<file path="src/rtl/ram_arb_pkg.sv">
// Shared types and constants for the two-master RAM arbiter.
package ram_arb_pkg;

    localparam int DATA_W = 32;

    typedef enum logic [0:0] {
        IDLE    = 1'b0,
        RD_WAIT = 1'b1
    } state_t;

    typedef logic master_t;

    localparam logic [DATA_W-1:0] ERR_DATA = 32'hDEAD_BEEF;

endpackage

</file>
<file path="src/rtl/ram_arbiter_rr_pick2.sv">
// Two-way round-robin pick: on a tie the master that did not win last time wins.
module rr_pick2
    import ram_arb_pkg::*;
(
    input  logic [1:0] req,
    input  master_t    last,
    output logic [1:0] gnt
);

    always_comb begin
        gnt = 2'b00;
        case (req)
            2'b01:   gnt = 2'b01;
            2'b10:   gnt = 2'b10;
            2'b11:   gnt = last ? 2'b01 : 2'b10;
            default: gnt = 2'b00;
        endcase
    end

endmodule

</file>
<file path="src/rtl/ram_arbiter.sv">
// Round-robin arbiter sharing one RAM port between the DLX data port and an
// auxiliary master, with a bounded wait for read data.
module ram_arbiter
    import ram_arb_pkg::*;
#(
    parameter int TIMEOUT = 15,
    parameter int ADDR_W  = 32
) (
    input  logic              clk,
    input  logic              reset_n,
    input  logic [1:0]        m_req,
    input  logic [1:0]        m_we,
    input  logic [ADDR_W-1:0] m_addr0,
    input  logic [ADDR_W-1:0] m_addr1,
    input  logic [31:0]       m_wdata0,
    input  logic [31:0]       m_wdata1,
    output logic [1:0]        m_gnt,
    output logic [31:0]       m_rdata,
    output logic [1:0]        m_rvalid,
    output logic              m_rerr,
    output logic [ADDR_W-1:0] ram_addr,
    output logic              ram_we,
    output logic [31:0]       ram_wdata,
    input  logic [31:0]       ram_rdata,
    input  logic              ram_rdata_valid
);

    localparam int CNT_W = $clog2(TIMEOUT + 1);

    state_t           state;
    master_t          owner;
    master_t          last;
    logic [CNT_W-1:0] cnt;

    logic [1:0] pick;
    logic [1:0] gnt;
    logic       timed_out;
    logic       done;

    rr_pick2 u_pick (
        .req  (m_req),
        .last (last),
        .gnt  (pick)
    );

    // Grants depend only on registered state, never on ram_rdata_valid.
    assign gnt   = (state == IDLE && reset_n) ? pick : 2'b00;
    assign m_gnt = gnt;

    assign ram_addr  = gnt[1] ? m_addr1  : m_addr0;
    assign ram_wdata = gnt[1] ? m_wdata1 : m_wdata0;
    assign ram_we    = |(gnt & m_we);

    // cnt holds the number of completed wait cycles, so the current cycle is cnt+1.
    assign timed_out = (int'(cnt) + 1 >= TIMEOUT);
    assign done      = (state == RD_WAIT) && (ram_rdata_valid || timed_out);

    assign m_rvalid = done ? (owner ? 2'b10 : 2'b01) : 2'b00;
    assign m_rerr   = done && !ram_rdata_valid;
    assign m_rdata  = m_rerr ? ERR_DATA : ram_rdata;

    always_ff @(posedge clk or negedge reset_n) begin
        if (!reset_n) begin
            state <= IDLE;
            owner <= 1'b0;
            cnt   <= '0;
            last  <= 1'b1;
        end else begin
            case (state)
                IDLE: begin
                    if (|gnt) begin
                        last <= gnt[1];
                        if (!ram_we) begin
                            state <= RD_WAIT;
                            owner <= gnt[1];
                            cnt   <= '0;
                        end
                    end
                end
                RD_WAIT: begin
                    if (done) begin
                        state <= IDLE;
                    end else if (cnt != CNT_W'(TIMEOUT)) begin
                        cnt <= cnt + 1'b1;
                    end
                end
                default: state <= IDLE;
            endcase
        end
    end

endmodule

</file>
<file path="config.mk">
export PLATFORM = sky130hd
export DESIGN_NAME = ram_arbiter
export DESIGN_NICKNAME = d
export VERILOG_FILES = /design/src/rtl/ram_arb_pkg.sv /design/src/rtl/ram_arbiter_rr_pick2.sv /design/src/rtl/ram_arbiter.sv
export SDC_FILE = /design/constraint.sdc
export NUM_CORES = 1
export LEC_CHECK = 0
export CAP_MARGIN = 0
export CORE_AREA = 2 2 104 106
export DETAILED_ROUTE_END_ITERATION = 6
export DIE_AREA = 0 0 106 108
export GPL_TIMING_DRIVEN = 1
export PLACE_DENSITY = 0.65
export SYNTH_ARGS = -nofsm -noshare
export SYNTH_HDL_FRONTEND = slang
export SYNTH_SLANG_ARGS = --single-unit
</file>
<file path="constraint.sdc">
create_clock -name clk -period 1.9 [get_ports clk]
set_clock_uncertainty 0.05 [all_clocks]
set_input_delay 0.285 -clock clk [delete_from_list [all_inputs] [get_ports clk]]
set_output_delay 0.285 -clock clk [all_outputs]
set_load 0.005 [all_outputs]
</file>
==> key figures, run 1 <==
Worst setup path
  – CP max FO: 6
  – Slowest CP cell: dfrtp_1
  – Crit-path cells: ha_2 -> nand2b_4 -> a2bb2o_4 -> o21ai_4 -> nand3b_4 -> buf_6 -> buf_16 -> and2_4 -> buf_6
  – Reg2Reg Setup Slack: -70 ps
  – Worst Reg-to-Reg Cells: 10
  – Worst setup path startpoint: cnt[1]$_DFFE_PN0P_
  – Setup crit end kind: primary output
  – Setup CP Type: reg -> out
  – FF-to-FF End: cnt[2]$_DFFE_PN0P_
  – WP data arrival: 2020 ps
  – Crit path launch type: register
  – Slowest stage delay, CP: 420 ps
  – Most common cell on crit path: buf_6
  – Reg2Reg Launch Point: last$_DFFE_PN1P_
  – Critical Path RT: 1560 ps

Floorplanning
  – IO Count: 269
  – Die Wd: 106 µm
  – Core Rows: 37
  – Core area: 10230 µm²
  – Starting density of the core: 0.1406
  – Die H: 108 µm
  – Die area: 11450 µm²

Power and ir drop
  – VDD IR-drop max: 0.0002493 V
  – Pwr Density: 529.6 nW/µm²
  – Leakage: 2.830 nW
  – Overall power: 0.002966 W

Timing
  – Tmin final: 2351 ps
  – RSZ-0062 raised after global routing: yes
  – Worst setup margin: -450.5 ps
  – Achievable Freq: 425.4 MHz
  – Final Setup Violations: 99
  – Final hold viol count: 0
  – Crit share post-route: 1.237
  – Setup tns final: -18260 ps
  – Final count of pins violating max slew: 0
  – Rel. slew slack: 0.8551
  – Measured slew at the worst slew-check pin: 217.3 ps

Synth
  – Post-synth ARST share: 1.000
  – Count leader, synth: nand2_1
  – Mapped Cells: 284
  – Top FF cell, synth: dfrtp_1
  – Synth top area share: 0.5061
  – Most instantiated cells after synthesis: nand2_1, nand2b_1, buf_2, and2_1
  – Synth top area cells: nand2_1, nand2b_1, dfrtp_1
  – Yosys top cell by area: nand2_1
  – Post-Syn Area per Cell: 5.066 µm²
  – FF+latch count, synth: 7
  – Sequential area share after synthesis: 0.1226
  – Number of flops mapped to enable cells by yosys: 0
  – YS warnings: 0
  – Syn_nets: 453
  – Synth cell types: 31
  – Syn Std Cell Area: 1439 µm²

Global routing
  – GRT Resource Usage Total: 0.1668
  – First-pass GRT wire length: 15320 µm
  – Largest net degree at the start of global routing: 10
  – Remaining global-route overflow: 0
  – Vias in the first global route: 3123
  – Initial antenna violation count: 0

Flow run
  – Max cap viols: 0

CTS
  – H-tree lvl count: 1
  – CTS Buffer Depth: 2
  – Clk slew on worst S/H paths: 40 ps
  – CTS tree: built
  – Cts bufs inserted: 3
  – Clk_lat worst skew: 220 ps
  – Hold buffers post-CTS: 0
  – Clock root buffer: clkbuf_8
  – CTS sink cnt: 7

Placement
  – GPL Wtd Cong: 0.8300
  – PortBufs: 268
  – HPWL Detailed: 7591 µm
  – Placed cell count: 700

Layout
  – Synth-to-layout area growth: 289.1%
  – Post-Layout Cell Count: 763
  – Share of layout cells above drive strength 1: 0.5343
  – # diodes: 0
  – Nets@finish: 797

Route
  – Mean number of vias per cell: 4.166
  – Drc violations: 0
  – DRT Wirelength: 11070 µm
  – Post-route ant nets: 0
  – DR iter-0 viols: 72
  – DRT Pass-1 Iters: 4
  – Vias: 3179
  – Routed len/inst: 14.51 µm

Outcome
  – Failing checks: negative setup slack
  – Run status: finished with violations

Worst hold path
  – Worst min path class: in -> async
-- per-layer routing --
metal | vias to the layer above | wire length, µm | share of wire | GRT usage
met5 | - | 0 | 0 | 0
met1 | 1431 | 3828 | 0.35 | 0.1735
met2 | 182 | 6144 | 0.55 | 0.3410
met4 | 0 | 222 | 0.020 | 0.03947
met3 | 14 | 878 | 0.079 | 0.03195
li1 | 1552 | - | - | -
-- cell usage in the layout, fill, tap and decap left out, types with 2 or more instances in the layout --
| cell type | count |
|---|---|
| buf_6 | 59 |
| buf_4 | 26 |
| inv_2 | 4 |
| nand2b_4 | 9 |
| clkdlybuf4s50_1 | 163 |
| buf_8 | 9 |
| nand2_4 | 20 |
| buf_2 | 71 |
| buf_12 | 9 |
| clkbuf_8 | 3 |
| nor2_1 | 2 |
| nand2b_1 | 17 |
| nand2_1 | 87 |
| nand2_2 | 87 |
| dlygate4sd2_1 | 5 |
| clkbuf_2 | 5 |
| buf_16 | 7 |
| o21ai_1 | 2 |
| and2_4 | 8 |
| a21o_1 | 2 |
| clkbuf_16 | 2 |
| dfrtp_1 | 6 |
-- final cells by class --
type | instances | area [µm²]
repair buffers | 356 | 3473
fillers | 955 | 4632
flip-flops and latches | 7 | 176.4
well taps | 136 | 170.2
multi-input cells | 255 | 1703
inverters | 5 | 31.28
clock buffers | 4 | 45.04
-- state kept, by name, indices dropped and copies added, names as in the netlist --
register	flops
owner	1
last	1
cnt	4
state	1
-- report_power, final --
group          total (W)  leakage [nW]  internal, W  switching [W]
combinational    0.00248          2.72      0.00152       0.000962
sequential      0.000279        0.0880     0.000214      0.0000647
clock           0.000203        0.0228     0.000145      0.0000587
-- how the worst max path moves through the flow --
stage	end	slack, ps	cells after the start
floorplan	m_rdata[14]	-80	8
global placement	ram_wdata[17]	-540	8
detailed placement	m_rdata[6]	-580	9
CTS	m_rdata[29]	-450	9
global route	m_rdata[8]	-520	9
finish	m_rdata[4]	-450	9
-- kinds of logic after synthesis --
kind of cell               after synthesis  synth area share
adders and majority gates                2           0.01739
buffers and inverters                   22           0.06521
muxes                                    1          0.006957
DFF                                      7            0.1226
xor gates and xnor gates                 1          0.006088
and+or+nand+nor                        238            0.6974
AOI/OAI and AO/OA                       13           0.08434
-- worst max-delay path, delay by kind of cell (launching register included) --
family                     cells  cell delay, ps
buffers and inverters          3             390
and+or+nand+nor                3             400
AOI/OAI and AO/OA              2             380
adders and majority gates      1             220
DFF                            1             420
-- what timing repair did --
| item | 4_1_cts | 5_1_grt |
|---|---|---|
| cloned | 12 | 2 |
| hold endpoints to repair | 0 | 0 |
| resized for setup | 506 | 147 |
| pin swaps | 41 | 83 |
| endpoints found under the setup margin | 103 | 105 |
| setup buffers | 41 | 15 |
-- stage by stage --
stage	utilization	setup slack (ps)	area, µm²	hold slack (ps)
floorplan	-	-81.20	1481	-60.59
finish	0.5473	-450.5	5599	58.32
CTS	0.5070	-447.3	5187	61.43
global placement	0.4423	-541.5	4526	471.1
global route	0.5473	-523.3	5599	61.75
detailed placement	0.4423	-582.9	4526	476.2
Power figures use the tool's default switching activity.
==> inputs of run 2 (changes only) <==
--- a/config.mk
+++ b/config.mk
@@ -9,7 +9,9 @@
 export CORE_AREA = 2 2 104 106
 export DETAILED_ROUTE_END_ITERATION = 6
 export DIE_AREA = 0 0 106 108
+export GPL_ROUTABILITY_DRIVEN = 0
 export GPL_TIMING_DRIVEN = 1
+export MAX_ROUTING_LAYER = met4
 export PLACE_DENSITY = 0.65
 export SYNTH_ARGS = -nofsm -noshare
 export SYNTH_HDL_FRONTEND = slang
==> run 2 against run 1 <==
Compared with the run above: the run still ends with negative setup slack left; non-clock buffer count is the same; critical path depth is the same; global-route usage grew 0.49 points; via count shrank 0.25%; register-to-register slack is essentially flat; design area is the same; core utilization is the same; total power is essentially flat; first-iteration DRC count grew 33%; combinational power is essentially flat; flip-flop and latch count is the same; critical path type unchanged; largest cell class unchanged; highest routed layer unchanged.
==> key figures, run 2 (synthesis results as in run 1) <==
Outcome
  – Run status: finished with violations
  – Failing checks: negative setup slack

Global routing
  – Largest net degree at the start of global routing: 10 (unchanged)
  – Vias in the first global route: 3123 (unchanged)
  – GRT Resource Usage Total: 0.1717 (+0.004885)
  – First-pass GRT wire length: 15310 µm (about the same)
  – Remaining global-route overflow: 0 (unchanged)
  – Initial antenna violation count: 0 (unchanged)

Floorplanning
  – Core area: 10230 µm² (unchanged)
  – Core Rows: 37 (unchanged)
  – Die area: 11450 µm² (unchanged)
  – Die Wd: 106 µm (unchanged)
  – IO Count: 269 (unchanged)
  – Die H: 108 µm (unchanged)
  – Starting density of the core: 0.1406 (unchanged)

Worst setup path
  – Critical Path RT: 1560 ps (about the same)
  – Bufs and invs on worst path: 3 (unchanged)
  – Setup CP Type: reg -> out
  – WP data arrival: 2020 ps (about the same)
  – Crit-path cells: ha_2 -> nand2b_4 -> a2bb2o_4 -> o21ai_4 -> nand3b_4 -> buf_6 -> buf_16 -> and2_4 -> buf_6
  – Slowest CP cell: dfrtp_1
  – CP max FO: 6 (unchanged)
  – Slowest stage delay, CP: 420 ps (about the same)
  – Crit path launch type: register
  – Top Family by Delay on Critical Path: flip-flops
  – Setup crit end kind: primary output
  – Most common cell on crit path: buf_6

Layout
  – Synth-to-layout area growth: 289.1% (unchanged)
  – # diodes: 0 (unchanged)
  – Final core utilization: 0.5473 (unchanged)
  – Max FFs per register: 4 (unchanged)
  – Nets@finish: 797 (unchanged)
  – # fillers: 955 (unchanged)
  – Most frequent cells in the layout: clkdlybuf4s50_1, nand2_1, nand2_2
  – Share of layout cells above drive strength 1: 0.5343 (unchanged)
  – Commonest non-fill, non-tap cell in the layout: clkdlybuf4s50_1
  – Largest register by flop count: cnt

Timing
  – Worst setup margin: -450.5 ps (unchanged)
  – Achievable Freq: 425.4 MHz (unchanged)
  – Measured slew at the worst slew-check pin: 217.3 ps (unchanged)
  – Final count of pins violating max slew: 0 (unchanged)
  – Rel. slew slack: 0.8551 (unchanged)
  – Setup tns final: -18270 ps (-13.90 ps)
  – RSZ-0062 raised after global routing: yes
  – Worst hold-check slack: 58.32 ps (unchanged)
  – Final hold viol count: 0 (unchanged)
  – Tmin final: 2351 ps (unchanged)
  – Crit share post-route: 1.237 (unchanged)
  – Final Setup Violations: 99 (unchanged)

Route
  – Met2 wire len: 6159 µm (+0.24%)
  – Post-route ant nets: 0 (unchanged)
  – Vias: 3171 (-0.25%)
  – Mean number of vias per cell: 4.156 (-0.25%)
  – M1 wire length: 3987 µm (+4.2%)
  – Drc violations: 0 (unchanged)
  – DRT Wirelength: 11080 µm (about the same)
  – Highest routing layer actually used: met4
  – Wire length on met3: 715 µm (-19%)
  – Routed len/inst: 14.53 µm (about the same)
  – DR iter-0 viols: 96 (+33%)
  – DRT Pass-1 Iters: 4 (unchanged)

CTS
  – H-tree lvl count: 1 (unchanged)
  – CTS Buffer Depth: 2 (unchanged)
  – Clk_lat worst skew: 220 ps (about the same)
  – Hold buffers post-CTS: 0 (unchanged)
  – Cts bufs inserted: 3 (unchanged)
  – CTS sink cnt: 7 (unchanged)
  – Clk slew on worst S/H paths: 40 ps (about the same)
  – CTS tree: built
  – Clock root buffer: clkbuf_8

Flow run
  – Max cap viols: 0 (unchanged)

Power and ir drop
  – Sequential share of power: 0.094 (about the same)
  – VDD IR-drop max: 0.0002493 V (about the same)
  – Leakage: 2.830 nW (unchanged)
  – P_sw: 0.001088 W (+0.18%)
  – Switching Share: 0.3665 (+0.0004205)
  – Gate power share: 0.837 (about the same)
  – Clk network pwr share: 0.069 (about the same)
  – Pwr Density: 530.0 nW/µm² (about the same)
  – Internal power: 0.001880 W (about the same)

Placement
  – PortBufs: 268 (unchanged)
  – HPWL Detailed: 7591 µm (unchanged)

Worst hold path
  – Worst min path class: in -> async
[run 2: final timing paths]
kind | slack (ps) | cells after the start | endpoint | from
min in group clk | 520 | 1 | cnt[3]$_DFFE_PN0P_ | cnt[3]$_DFFE_PN0P_
worst min-delay path | 60 | 2 | owner$_DFFE_PN0P_ | reset_n
max in group asynchronous | 1540 | 2 | last$_DFFE_PN1P_ | reset_n
worst max-delay path | -450 | 9 | m_rdata[4] | cnt[1]$_DFFE_PN0P_
worst max register to register | -70 | 10 | cnt[2]$_DFFE_PN0P_ | last$_DFFE_PN1P_
worst min register to register | 520 | 1 | cnt[3]$_DFFE_PN0P_ | cnt[3]$_DFFE_PN0P_
[run 2: layer usage]
layer / vias up / track usage
met5: - / -
met4: 0 / 0.03947
met3: 14 / 0.02291
met2: 166 / 0.3410
met1: 1439 / 0.1789
li1: 1552 / -
[run 2: final cells by class]
type	count	area [µm²]	area share
Clock buffer	4	45.04	0.008045
Inverter	5	31.28	0.005587
Multi-Input combinational cell	255	1703	0.3041
Sequential cell	7	176.4	0.03151
Tap cell	136	170.2	0.03039
Timing Repair Buffer	356	3473	0.6203
[run 2: power by group through the flow]
stage	Clock, W	Sequential (W)	Combinational, W
finish	0.000203	0.000279	0.00249
global route	0.000228	0.000288	0.00265
CTS	0.000208	0.000278	0.00224
detailed placement	0	0.000263	0.00183
global placement	0	0.000258	0.00181
floorplan	0	0.000264	0.000612
[run 2: worst reg2reg max path, cell delays in order, from the launching register on]
cell and delay, ps:
dfstp_2 530, nand2_2 60, nand3_4 80, buf_6 120
clkinv_8 60, buf_8 130, buf_6 120, a22o_4 220
buf_6 120, o21a_4 210, a21o_1 150
[run 2: per-stage QoR]
| step | cells | power (W) | cell area (µm²) | setup slack (ps) |
|---|---|---|---|---|
| floorplan | 284 | 0.0008761 | 1481 | -81.20 |
| global placement | 700 | 0.002066 | 4526 | -541.5 |
| detailed placement | 700 | 0.002090 | 4526 | -582.9 |
| CTS | 756 | 0.002725 | 5187 | -447.3 |
| global route | 763 | 0.003165 | 5599 | -523.3 |
| finish | 763 | 0.002968 | 5599 | -450.5 |
[run 2: repair_timing]
action                     in CTS  in global routing
pin swaps                      41                 83
setup buffers                  41                 15
gates resized for setup       506                147
cloned                         12                  2
setup endpoints to repair     103                105
==> inputs of run 3 (changes only) <==
--- a/config.mk
+++ b/config.mk
@@ -11,6 +11,7 @@
 export DIE_AREA = 0 0 106 108
 export GPL_ROUTABILITY_DRIVEN = 0
 export GPL_TIMING_DRIVEN = 1
+export HOLD_SLACK_MARGIN = 0.15
 export MAX_ROUTING_LAYER = met4
 export PLACE_DENSITY = 0.65
 export SYNTH_ARGS = -nofsm -noshare
==> run 3 against run 2 <==
Compared with the run above: the run still ends with negative setup slack left; global-route usage is essentially flat; clock-buffer cell count stayed put; maximum frequency about the same; wire length decreased by 0.91%; largest cell class unchanged; highest routed layer unchanged.
==> key figures, run 3 (synthesis results as in run 1) <==
Layout
  – Post-Layout Cell Count: 762 (-0.13%)
  – Commonest non-fill, non-tap cell in the layout: clkdlybuf4s50_1
  – Synth-to-layout area growth: 286.7%
  – Max FFs per register: 4 (unchanged)
  – # diodes: 0 (unchanged)
  – Share of layout cells above drive strength 1: 0.5304 (-0.003939)
  – Most frequent cells in the layout: clkdlybuf4s50_1, nand2_1, nand2_2
  – Nets@finish: 796 (-0.13%)
  – Largest register by flop count: cnt

Global routing
  – First-pass GRT wire length: 15320 µm (about the same)
  – Initial antenna violation count: 0 (unchanged)
  – Largest net degree at the start of global routing: 10 (unchanged)
  – Met1 Usage GRT: 0.1797 (+0.0007260)
  – GR Util met3: 0.02291 (unchanged)
  – Vias in the first global route: 3126 (+0.096%)
  – GRT Resource Usage Total: 0.1719 (+0.0002615)
  – Grt met2 use: 0.3410 (unchanged)
  – Remaining global-route overflow: 0 (unchanged)
  – Most Used Layer, Global Route: met2

Timing
  – Final count of pins violating max slew: 0 (unchanged)
  – Measured slew at the worst slew-check pin: 217.5 ps (+0.1050 ps)
  – Crit share post-route: 1.237 (about the same)
  – Setup tns final: -16980 ps (+1295 ps)
  – Final hold viol count: 0 (unchanged)
  – Worst setup margin: -450.8 ps (-0.2960 ps)
  – Final Setup Violations: 86 (-13%)
  – Achievable Freq: 425.4 MHz (about the same)
  – Tmin final: 2351 ps (+0.2960 ps)
  – RSZ-0062 raised after global routing: yes
  – Rel. slew slack: 0.8550 (about the same)

CTS
  – CTS tree: built
  – H-tree lvl count: 1 (unchanged)
  – Cts bufs inserted: 3 (unchanged)
  – CTS Buffer Depth: 2 (unchanged)
  – Clk slew on worst S/H paths: 40 ps (about the same)
  – Clock root buffer: clkbuf_8
  – CTS sink cnt: 7 (unchanged)
  – Clk_lat worst skew: 220 ps (about the same)

Power and ir drop
  – Internal power: 0.001865 W (-0.81%)
  – Switching Share: 0.3657 (-0.0007991)
  – Sequential share of power: 0.095 (about the same)
  – Pwr Density: 528.3 nW/µm² (-0.32%)
  – P_sw: 0.001075 W (-1.2%)
  – Leakage: 2.814 nW (-0.58%)
  – Clk network pwr share: 0.069 (about the same)
  – VDD IR-drop max: 0.0002498 V (+0.19%)
  – Overall power: 0.002940 W (-0.94%)
  – Gate power share: 0.836 (about the same)

Route
  – Post-route ant nets: 0 (unchanged)
  – DRT Pass-1 Iters: 4 (unchanged)
  – Vias: 3147 (-0.76%)
  – Routed len/inst: 14.41 µm (-0.78%)
  – DR iter-0 viols: 91 (-5.2%)
  – Mean number of vias per cell: 4.130 (-0.63%)
  – Drc violations: 0 (unchanged)
  – DRT Wirelength: 10980 µm (-0.91%)

Outcome
  – Failing checks: negative setup slack
  – Run status: finished with violations

Worst setup path
  – Crit path launch type: register
  – Reg2Reg Launch Point: last$_DFFE_PN1P_
  – WP data arrival: 2020 ps (about the same)
  – Worst setup path startpoint: cnt[1]$_DFFE_PN0P_
  – Reg2Reg Setup Slack: -90 ps (-20 ps)
  – Setup CP Type: reg -> out
  – Worst Reg-to-Reg Cells: 10 (unchanged)
  – Critical Path RT: 1560 ps (about the same)
  – CP max FO: 6 (unchanged)
  – FF-to-FF End: cnt[2]$_DFFE_PN0P_
  – Setup crit end kind: primary output

Worst hold path
  – Worst min path class: reg -> reg
  – Hold Path Origin: cnt[3]$_DFFE_PN0P_
  – Cells on Worst Hold Path: 1
  – Hold endpoint: cnt[3]$_DFFE_PN0P_

Placement
  – Placed cell count: 700 (unchanged)
  – HPWL Detailed: 7591 µm (unchanged)
  – Setup slack after placement: -582.9 ps (unchanged)
  – PortBufs: 268 (unchanged)

Floorplanning
  – Core Rows: 37 (unchanged)
  – Core area: 10230 µm² (unchanged)
  – Die H: 108 µm (unchanged)
  – Die area: 11450 µm² (unchanged)
  – Die Wd: 106 µm (unchanged)
  – IO Count: 269 (unchanged)
  – Starting density of the core: 0.1406 (unchanged)

Flow run
  – Max cap viols: 0 (unchanged)
-- run 3: per-stage QoR --
step	hold slack, ps	area (µm²)	util
after floorplan	-60.59	1481	-
after global placement	471.1	4526	0.4423
after detailed placement	476.2	4526	0.4423
after CTS	485.7	5197	0.5080
after global routing	559.5	5564	0.5438
final	520.5	5564	0.5438
-- run 3: timing repair --
item / CTS / global route
setup buffers: 41 / 14
cloned: 12 / 1
gates resized for setup: 506 / 142
endpoints found under the setup margin: 103 / 105
hold buffers: 1 / 0
endpoints found under the hold margin: 6 / 0
pin swaps: 41 / 83
-- run 3: worst max path at each step --
stage,depth (start not counted),endpoint
CTS,9,m_rdata[29]
floorplan,8,m_rdata[14]
detailed placement,9,m_rdata[6]
global route,9,m_rdata[8]
global placement,8,ram_wdata[17]
finish,9,m_rdata[4]
-- run 3: power by group through the flow --
stage / Combinational, W / Sequential, W / Clock [W]
after floorplan: 0.000612 / 0.000264 / 0
after global placement: 0.00181 / 0.000258 / 0
after detailed placement: 0.00183 / 0.000263 / 0
after CTS: 0.00224 / 0.000278 / 0.000208
after global routing: 0.00262 / 0.000288 / 0.000228
final: 0.00246 / 0.000278 / 0.000204
-- run 3: layout make-up --
type	instances	area, µm²
clock buffers	4	45.04
fillers	952	4667
inverters	5	31.28
multi-input cells	255	1695
flip-flops and latches	7	176.4
well taps	136	170.2
repair buffers	355	3446
-- run 3: critical path, stage by stage, from the launching register on --
cell and delay (ps):
dfrtp_1 420, ha_2 220, nand2b_4 150, a2bb2o_4 230
o21ai_4 150, nand3b_4 120, buf_6 150, buf_16 130
and2_4 130, buf_6 110
-- run 3: metal layers --
metal,up-vias,part of all wire
met5,-,0
li1,1549,-
met1,1426,0.36
met2,162,0.57
met4,0,0.014
met3,10,0.062
